### src/rtl/contador_modulo_if.sv
// Control and status bundle for one modulo counter stage: tick/direction/preset in,
// binary count, BCD digits, wrap pulses and look-ahead limit flag out.
interface contador_modulo_if #(
   parameter int WIDTH = 6
);
   logic             en;
   logic             up;
   logic             load;
   logic [WIDTH-1:0] load_value;
   logic [WIDTH-1:0] count;
   logic [3:0]       units;
   logic [3:0]       tens;
   logic             carry;
   logic             borrow;
   logic             at_limit;

   modport master (
      output en, up, load, load_value,
      input  count, units, tens, carry, borrow, at_limit
   );

   modport slave (
      input  en, up, load, load_value,
      output count, units, tens, carry, borrow, at_limit
   );
endinterface

### src/rtl/contador_modulo.sv
// Modulo-N up/down counter with preset, carry/borrow wrap pulses and registered BCD digits.
// One-cycle latency from en/load to count; no backpressure, a tick is consumed every edge it is high.
module contador_modulo #(
   parameter int MODULO = 60,
   parameter int WIDTH  = 6
) (
   input  logic                clock,
   input  logic                reset_n,
   contador_modulo_if.slave    bus
);
   localparam logic [WIDTH-1:0] LAST = WIDTH'(MODULO - 1);

   logic [WIDTH-1:0] count_q, count_nxt;
   logic [3:0]       units_q, tens_q;
   logic             carry_q, borrow_q;
   logic             carry_nxt, borrow_nxt;
   logic [7:0]       bcd_nxt;

   // Repeated subtraction with a fixed trip count keeps the digit split shallow and divider-free.
   function automatic logic [7:0] to_bcd(input logic [WIDTH-1:0] v);
      logic [6:0] rem;
      logic [3:0] t;
      rem = 7'(v);
      t   = 4'd0;
      for (int i = 0; i < 9; i++) begin
         if (rem >= 7'd10) begin
            rem = rem - 7'd10;
            t   = t + 4'd1;
         end
      end
      return {t, rem[3:0]};
   endfunction

   always_comb begin
      count_nxt  = count_q;
      carry_nxt  = 1'b0;
      borrow_nxt = 1'b0;
      if (bus.load) begin
         count_nxt = (bus.load_value > LAST) ? LAST : bus.load_value;
      end else if (bus.en) begin
         if (bus.up) begin
            if (count_q == LAST) begin
               count_nxt = '0;
               carry_nxt = 1'b1;
            end else begin
               count_nxt = count_q + WIDTH'(1);
            end
         end else begin
            if (count_q == '0) begin
               count_nxt  = LAST;
               borrow_nxt = 1'b1;
            end else begin
               count_nxt = count_q - WIDTH'(1);
            end
         end
      end
      bcd_nxt = to_bcd(count_nxt);
   end

   always_ff @(posedge clock or negedge reset_n) begin
      if (!reset_n) begin
         count_q  <= '0;
         units_q  <= 4'd0;
         tens_q   <= 4'd0;
         carry_q  <= 1'b0;
         borrow_q <= 1'b0;
      end else begin
         count_q  <= count_nxt;
         units_q  <= bcd_nxt[3:0];
         tens_q   <= bcd_nxt[7:4];
         carry_q  <= carry_nxt;
         borrow_q <= borrow_nxt;
      end
   end

   assign bus.count    = count_q;
   assign bus.units    = units_q;
   assign bus.tens     = tens_q;
   assign bus.carry    = carry_q;
   assign bus.borrow   = borrow_q;
   // Look-ahead only: tells the next stage this edge would wrap if enabled.
   assign bus.at_limit = bus.up ? (count_q == LAST) : (count_q == '0);
endmodule

### src/flat_wrapper.sv
// flat-port wrapper written by rule: the top's interface ports become plain ports
module contador_modulo_flat 
#(
   parameter int MODULO = 60,
   parameter int WIDTH  = 6
)
  (clock, reset_n, bus_en, bus_up, bus_load, bus_load_value, bus_count, bus_units, bus_tens, bus_carry, bus_borrow, bus_at_limit);
  contador_modulo_if #(.WIDTH(WIDTH)) bus_i ();
  input  logic clock;
  input  logic reset_n;
  input wire logic [$bits(bus_i.en)-1:0] bus_en;
  input wire logic [$bits(bus_i.up)-1:0] bus_up;
  input wire logic [$bits(bus_i.load)-1:0] bus_load;
  input wire logic [$bits(bus_i.load_value)-1:0] bus_load_value;
  output wire logic [$bits(bus_i.count)-1:0] bus_count;
  output wire logic [$bits(bus_i.units)-1:0] bus_units;
  output wire logic [$bits(bus_i.tens)-1:0] bus_tens;
  output wire logic [$bits(bus_i.carry)-1:0] bus_carry;
  output wire logic [$bits(bus_i.borrow)-1:0] bus_borrow;
  output wire logic [$bits(bus_i.at_limit)-1:0] bus_at_limit;
  assign bus_i.en = bus_en;
  assign bus_i.up = bus_up;
  assign bus_i.load = bus_load;
  assign bus_i.load_value = bus_load_value;
  assign bus_count = bus_i.count;
  assign bus_units = bus_i.units;
  assign bus_tens = bus_i.tens;
  assign bus_carry = bus_i.carry;
  assign bus_borrow = bus_i.borrow;
  assign bus_at_limit = bus_i.at_limit;
  contador_modulo #(.MODULO(MODULO), .WIDTH(WIDTH)) u_core (.clock(clock), .reset_n(reset_n), .bus(bus_i));
endmodule
### config.mk
export PLATFORM = sky130hd
export DESIGN_NAME = contador_modulo_flat
export DESIGN_NICKNAME = d
export VERILOG_FILES = /design/src/rtl/contador_modulo_if.sv /design/src/rtl/contador_modulo.sv /design/src/flat_wrapper.sv
export SDC_FILE = /design/constraint.sdc
export NUM_CORES = 1
export LEC_CHECK = 0
export CAP_MARGIN = 10
export CORE_MARGIN = 4
export CORE_UTILIZATION = 50
export CTS_BUF_LIST = sky130_fd_sc_hd__clkbuf_4 sky130_fd_sc_hd__clkbuf_8
export CTS_CLUSTER_DIAMETER = 150
export DETAILED_ROUTE_END_ITERATION = 10
export PLACE_DENSITY = 0.8
export RECOVER_POWER = 100
export SETUP_SLACK_MARGIN = 0.05
export SYNTH_ARGS = -nofsm -noshare
export SYNTH_HDL_FRONTEND = slang
export SYNTH_SLANG_ARGS = --single-unit
### constraint.sdc
create_clock -name clock -period 16.3 [get_ports clock]
set_input_delay 4.89 -clock clock [delete_from_list [all_inputs] [get_ports clock]]
set_output_delay 4.89 -clock clock [all_outputs]
set_load 0.03 [all_outputs]
==> results.sh, run 1 <==
export IMPL_status="completed"
export IMPL_syn_avg_cell_area_um2=7.63
export IMPL_setup_viol=0
export IMPL_synth_top_cell_area_share=0.0970
export IMPL_synth_warnings=0
export IMPL_first_pass_iters=5
export IMPL_gp_congestion=0.991
export IMPL_synth_nets=538
export IMPL_ff2ff_setup_slack_ns=4.15
export IMPL_period_minus_slack_ns=16.16
export IMPL_reg2reg_depth=67
export IMPL_synthFlopType="dfrtp_1"
export IMPL_cts_buffers_inserted=3
export IMPL_maxCapViolations=0
export IMPL_critPathCaptureType="flop"
export IMPL_rows=31
export IMPL_grt_pass1_wl_um=19600
export IMPL_clock_latency_ns=0.25
export IMPL_hold_start="u_core.bus.count[5]"
export IMPL_synth_cell_types=94
export IMPL_netlist_instances=507
export IMPL_finalHoldViolCount=0
export IMPL_cts_root_buffer="clkbuf_8"
export IMPL_drt_initial_drc_count=422
export IMPL_die_area_um2=9210
export IMPL_slew_limit_headroom=0.438
export IMPL_whs_ns=0.837
export IMPL_worstSetupPathType="input pin to flop"
export IMPL_io_buffer_count=27
export IMPL_syn2layout_area_growth_pct=34.6
export IMPL_hold_depth=3
export IMPL_slowest_delay_ns=0.48
export IMPL_gr_total_overflow=0
export IMPL_critical_path_top_delay_family="compound AO/OA/AOI/OAI gates"
export IMPL_fin_skew_ns=0.00170
export IMPL_synth_async_reset_ratio=1.00
export IMPL_clk_pin_slew_ns=0.06
export IMPL_ant_nets=0
export IMPL_crit_required_ns=16.44
export IMPL_synthMostInstantiatedCell="nand2_1"
export IMPL_crit_path_top_delay_cell="clkdlybuf4s50_1"
export IMPL_hold_end="u_core.bus.borrow"
export IMPL_multi_input_area_um2=3510
export IMPL_synth_common_cells="nand2_1 (47), inv_1 (30), nor2_1 (28), a21oi_1 (23), o21ai_0 (23)"
export IMPL_nNetsFinal=648
export IMPL_grt_max_degree=19
export IMPL_yosysSeqAreaShare=0.0970
export IMPL_drive_gt1_frac=0.312
export IMPL_post_route_drc_count=0
export IMPL_start_util=0.525
export IMPL_crit_buf_inv=11
export IMPL_post_drt_wl_per_cell_um=19.0
export IMPL_via_per_inst=6.74
export IMPL_ys_ff_latch=15
export IMPL_post_route_period_util=0.991
export IMPL_tightest_slew_ns=0.835
export IMPL_cp_arrival_ns=16.29
export IMPL_dpl_hpwl_um=9190
export IMPL_cts_max_path_buffers=2
export IMPL_gr_usage_all_layers=0.257
export IMPL_boundaryPins=28
export IMPL_r2r_start="u_core.bus.count[0]"
export IMPL_vias=4819
export IMPL_r2r_end="u_core.bus.tens[1]"
export IMPL_tritoncts="done"
export IMPL_numClockSinks=15
export IMPL_netlist_area_um2=3870
export IMPL_start_kind="input pin"
export IMPL_core_area_um2=7370
export IMPL_fmax_mhz=61.9
export IMPL_yosys_top_cells_area="dfrtp_1 (9.7%), ha_1 (6.5%), nand2_1 (4.6%), xnor2_1 (3.8%), a21oi_1 (3.0%)"
export IMPL_seqCellArea_um2=375
export IMPL_antennaDiodeCount=0
export IMPL_cts_max_level=1
export IMPL_dieHeight_um=96.0
export IMPL_antenna_found_initial=0
export IMPL_critPathMaxFanout=5
export IMPL_synth_edf_count=0
export IMPL_die_x_um=96.0
export IMPL_synth_top_area_cell="dfrtp_1"
export IMPL_final_max_slew_violation_count=0
export IMPL_grt_pass1_vias=4294
export IMPL_nFillCells=512
export IMPL_crit_top_cell="inv_1"
export IMPL_worst_path_stages=64
export IMPL_drt_wl_total_um=13600
export IMPL_hp_class="flop to flop"
export IMPL_cts_hold_buffers=0
through the flow:
| stage | instances | utilization | setup TNS [ns] | worst slack [ns] | instance area, µm² |
|---|---|---|---|---|---|
| floorplan | 507 | - | 0 | 0.137 | 3880 |
| global placement | 690 | 0.640 | 0 | 0.151 | 4720 |
| detailed placement | 690 | 0.640 | -1.21 | -0.263 | 4720 |
| CTS | 697 | 0.652 | 0 | 0.0627 | 4800 |
| global route | 715 | 0.707 | -1.65 | -0.359 | 5210 |
| finish | 715 | 0.707 | 0 | 0.142 | 5210 |
cells by family after synthesis:
group                      count (synthesis)  synth area share
adders and majority gates                 20            0.0647
muxes                                     19            0.0572
xor gates and xnor gates                  29            0.0656
AOI/OAI and AO/OA                        182             0.383
buffers and inverters                     56            0.0731
DFF                                       15            0.0970
and+or+nand+nor                          186             0.259
metal layers:
layer | track usage | routed length [µm] | share of wire
met1 | 0.325 | 5370 | 0.40
met3 | 0.0195 | 1040 | 0.076
met4 | 0.0652 | 603 | 0.044
met2 | 0.467 | 6590 | 0.48
met5 | 0 | 0 | 0
cells in the final DEF, fill, tap and decap left out, types with 10 or more instances in the layout:
master	instances
xor2_1	12
o211ai_1	13
o21ai_1	10
dlygate4sd3_1	18
ha_1	14
buf_4	95
inv_1	29
a21oi_1	19
a31oi_1	10
nand2_1	41
nor2_1	25
xnor2_1	15
o21ai_0	18
nand3_1	19
dfrtp_1	15
nor3_1	14
area by class of cell:
class                   instances  share of cell area
repair buffers                128               0.197
flip-flops and latches         15              0.0721
multi-input cells             436               0.673
clock inverters                 1            0.000961
inverters                      33              0.0247
well taps                      99              0.0238
clock buffers                   3             0.00793
worst reg2reg max path: cells and delay by family (launching register included):
| family | cells | cell delay, ns |
|---|---|---|
| flops | 1 | 0.58 |
| xor+xnor | 3 | 0.63 |
| compound gates | 18 | 3.86 |
| simple gates | 18 | 2.38 |
| mux | 6 | 1.42 |
| fa+ha+maj | 10 | 1.98 |
| buf+inv | 12 | 1.15 |
sequential cells by signal, summed over array words and instances (netlist names):
signal and cells:
u_core.bus.carry 1, u_core.bus.tens 4, u_core.bus.borrow 1, u_core.bus.units 3
u_core.bus.count 6
what timing repair did:
action,in CTS,in global routing
gates resized for setup,3,73
pin swaps,6,33
buffers inserted,3,18
hold endpoints to repair,0,0
setup endpoints to repair,6,7
how the worst max path moves through the flow:
| stage | from | to |
|---|---|---|
| after detailed placement | bus_up | u_core.bus.tens[1] |
| final | bus_load_value[2] | u_core.bus.tens[1] |
| after global routing | bus_load_value[2] | u_core.bus.units[2] |
| after CTS | bus_up | u_core.bus.tens[1] |
| after floorplan | bus_up | u_core.bus.tens[1] |
| after global placement | bus_up | u_core.bus.tens[1] |
Power of run 1 is not shown: default switching activity piles up to over one toggle a cycle in this logic, so the estimate is an artifact.
==> run 2: changes to the inputs <==
--- a/config.mk
+++ b/config.mk
@@ -11,7 +11,7 @@
 export CTS_BUF_LIST = sky130_fd_sc_hd__clkbuf_4 sky130_fd_sc_hd__clkbuf_8
 export CTS_CLUSTER_DIAMETER = 150
 export DETAILED_ROUTE_END_ITERATION = 10
-export PLACE_DENSITY = 0.8
+export PLACE_DENSITY_LB_ADDON = 0.05
 export RECOVER_POWER = 100
 export SETUP_SLACK_MARGIN = 0.05
 export SYNTH_ARGS = -nofsm -noshare
==> run 2 against run 1 <==
Register-to-register slack improved by 0.54 ns. Setup slack better by 0.49 ns. Design area is 0.48% lower. Die area is the same. Via count fell by 7.9%. Routed wire length is 13% lower. Clock skew increased by 0.0030 ns. Critical path depth unchanged. Sequential share of layout area hardly changed. Core utilization fell by 0.34 points. First-iteration DRC count fell by 27%. Highest routed layer unchanged. Non-clock buffer count up 4. Critical path type unchanged.
==> results.sh, run 2 (synthesis gave the netlist of run 1 again) <==
export IMPL_largest_reg_flops=6
export IMPL_hold_end="u_core.bus.borrow"
export IMPL_status="completed"
export IMPL_fin_skew_ns=0.00473
export IMPL_crit_path_top_delay_cell="clkdlybuf4s50_1"
export IMPL_crit_top_cell="inv_1"
export IMPL_fmax_mhz=63.8
export IMPL_cts_max_level=1
export IMPL_core_area_um2=7370
export IMPL_r2r_end="u_core.bus.tens[3]"
export IMPL_ant_nets=0
export IMPL_period_minus_slack_ns=15.67
export IMPL_syn2layout_area_growth_pct=33.9
export IMPL_post_place_ws_ns=-0.245
export IMPL_post_drt_wl_per_cell_um=16.5
export IMPL_grt_pass1_vias=4051
export IMPL_reg2reg_depth=65
export IMPL_critPathMaxFanout=4
export IMPL_grt_max_degree=19
export IMPL_final_core_util=0.703
export IMPL_nNetsFinal=652
export IMPL_tightest_slew_ns=0.630
export IMPL_cts_max_path_buffers=2
export IMPL_cts_root_buffer="clkbuf_8"
export IMPL_ff2ff_setup_slack_ns=4.69
export IMPL_maxCapViolations=0
export IMPL_final_max_slew_violation_count=0
export IMPL_gr_usage_all_layers=0.245
export IMPL_drt_initial_drc_count=308
export IMPL_cp_arrival_ns=15.84
export IMPL_hp_class="flop to flop"
export IMPL_slowest_delay_ns=0.49
export IMPL_clock_latency_ns=0.25
export IMPL_worstSetupPathType="input pin to flop"
export IMPL_drt_wl_total_um=11800
export IMPL_crit_required_ns=16.47
export IMPL_die_x_um=96.0
export IMPL_hold_depth=3
export IMPL_via_per_inst=6.17
export IMPL_io_buffer_count=27
export IMPL_first_pass_iters=7
export IMPL_tritoncts="done"
export IMPL_gp_congestion=0.941
export IMPL_final_common_cell="buf_4"
export IMPL_drive_gt1_frac=0.308
export IMPL_antennaDiodeCount=0
export IMPL_post_route_period_util=0.961
export IMPL_cts_buffers_inserted=3
export IMPL_start_util=0.525
export IMPL_clk_pin_slew_ns=0.06
export IMPL_setup_slack_ns=0.634
export IMPL_vias=4437
export IMPL_slew_limit_headroom=0.579
export IMPL_die_area_um2=9210
export IMPL_finalHoldViolCount=0
export IMPL_post_route_drc_count=0
export IMPL_antenna_found_initial=0
export IMPL_r2r_start="u_core.bus.count[2]"
export IMPL_boundaryPins=28
export IMPL_hold_start="u_core.bus.count[5]"
export IMPL_critPathCaptureType="flop"
export IMPL_grt_pass1_wl_um=18600
export IMPL_nFillCells=614
export IMPL_rows=31
export IMPL_dpl_hpwl_um=9040
export IMPL_setup_viol=0
export IMPL_numClockSinks=15
export IMPL_mostFrequentLayoutCells="buf_4 (102), nand2_1 (41), inv_1 (29), nor2_1 (26), a21oi_1 (21)"
export IMPL_start_kind="input pin"
export IMPL_gr_total_overflow=0
export IMPL_dieHeight_um=96.0
## run 2: worst max-delay path by stage
stage	slack (ns)	endpoint	cells after the start	from
final	0.63	u_core.bus.tens[3]	64	bus_load_value[5]
after global routing	-0.09	u_core.bus.tens[1]	66	bus_load_value[3]
after CTS	0.10	u_core.bus.tens[1]	67	bus_up
after floorplan	0.14	u_core.bus.tens[1]	64	bus_up
after detailed placement	-0.24	u_core.bus.tens[3]	68	bus_up
after global placement	0.02	u_core.bus.tens[3]	66	bus_up
## run 2: worst max-delay path: cells and delay by family
family | cells | cell delay, ns
AOI/OAI and AO/OA | 21 | 3.82
and+or+nand+nor | 18 | 2.84
adders and majority gates | 9 | 1.71
buffers and inverters | 10 | 1.07
muxes | 3 | 0.79
xor gates and xnor gates | 3 | 0.68
## run 2: stage by stage
stage               hold WS (ns)  instance area, µm²  cells  setup TNS (ns)
floorplan                  0.777                3880    507               0
global placement           0.780                4780    698               0
detailed placement         0.769                4780    698           -1.10
CTS                        0.781                4890    708               0
global route               0.860                5180    719          -0.295
finish                     0.808                5180    719               0
## run 2: layout make-up
class                      count  area (µm²)  share of cell area
multi-input combinational    436        3450               0.666
timing repair buffer         132        1060               0.204
sequential                    15         375              0.0724
inverter                      33         129              0.0249
tap                           99         124              0.0239
clock buffer                   3        41.3             0.00797
clock inverter                 1        5.00            0.000966
## run 2: per-layer routing
layer	GRT usage	wire (µm)	vias to the layer above
li1	-	-	2195
met1	0.331	5280	2073
met2	0.440	5820	153
met3	0.0149	634	16
met4	0.0308	99	0
met5	0	0	-
## run 2: repair_timing
| action | 4_1_cts | 5_1_grt |
|---|---|---|
| setup buffers | 6 | 11 |
| cloned | 0 | 0 |
| setup endpoints to repair | 6 | 7 |
| hold endpoints to repair | 0 | 0 |
| pin swaps | 7 | 22 |
| resized for setup | 5 | 58 |
| hold buffers | 0 | 0 |
Power of run 2 is left out for the same reason.
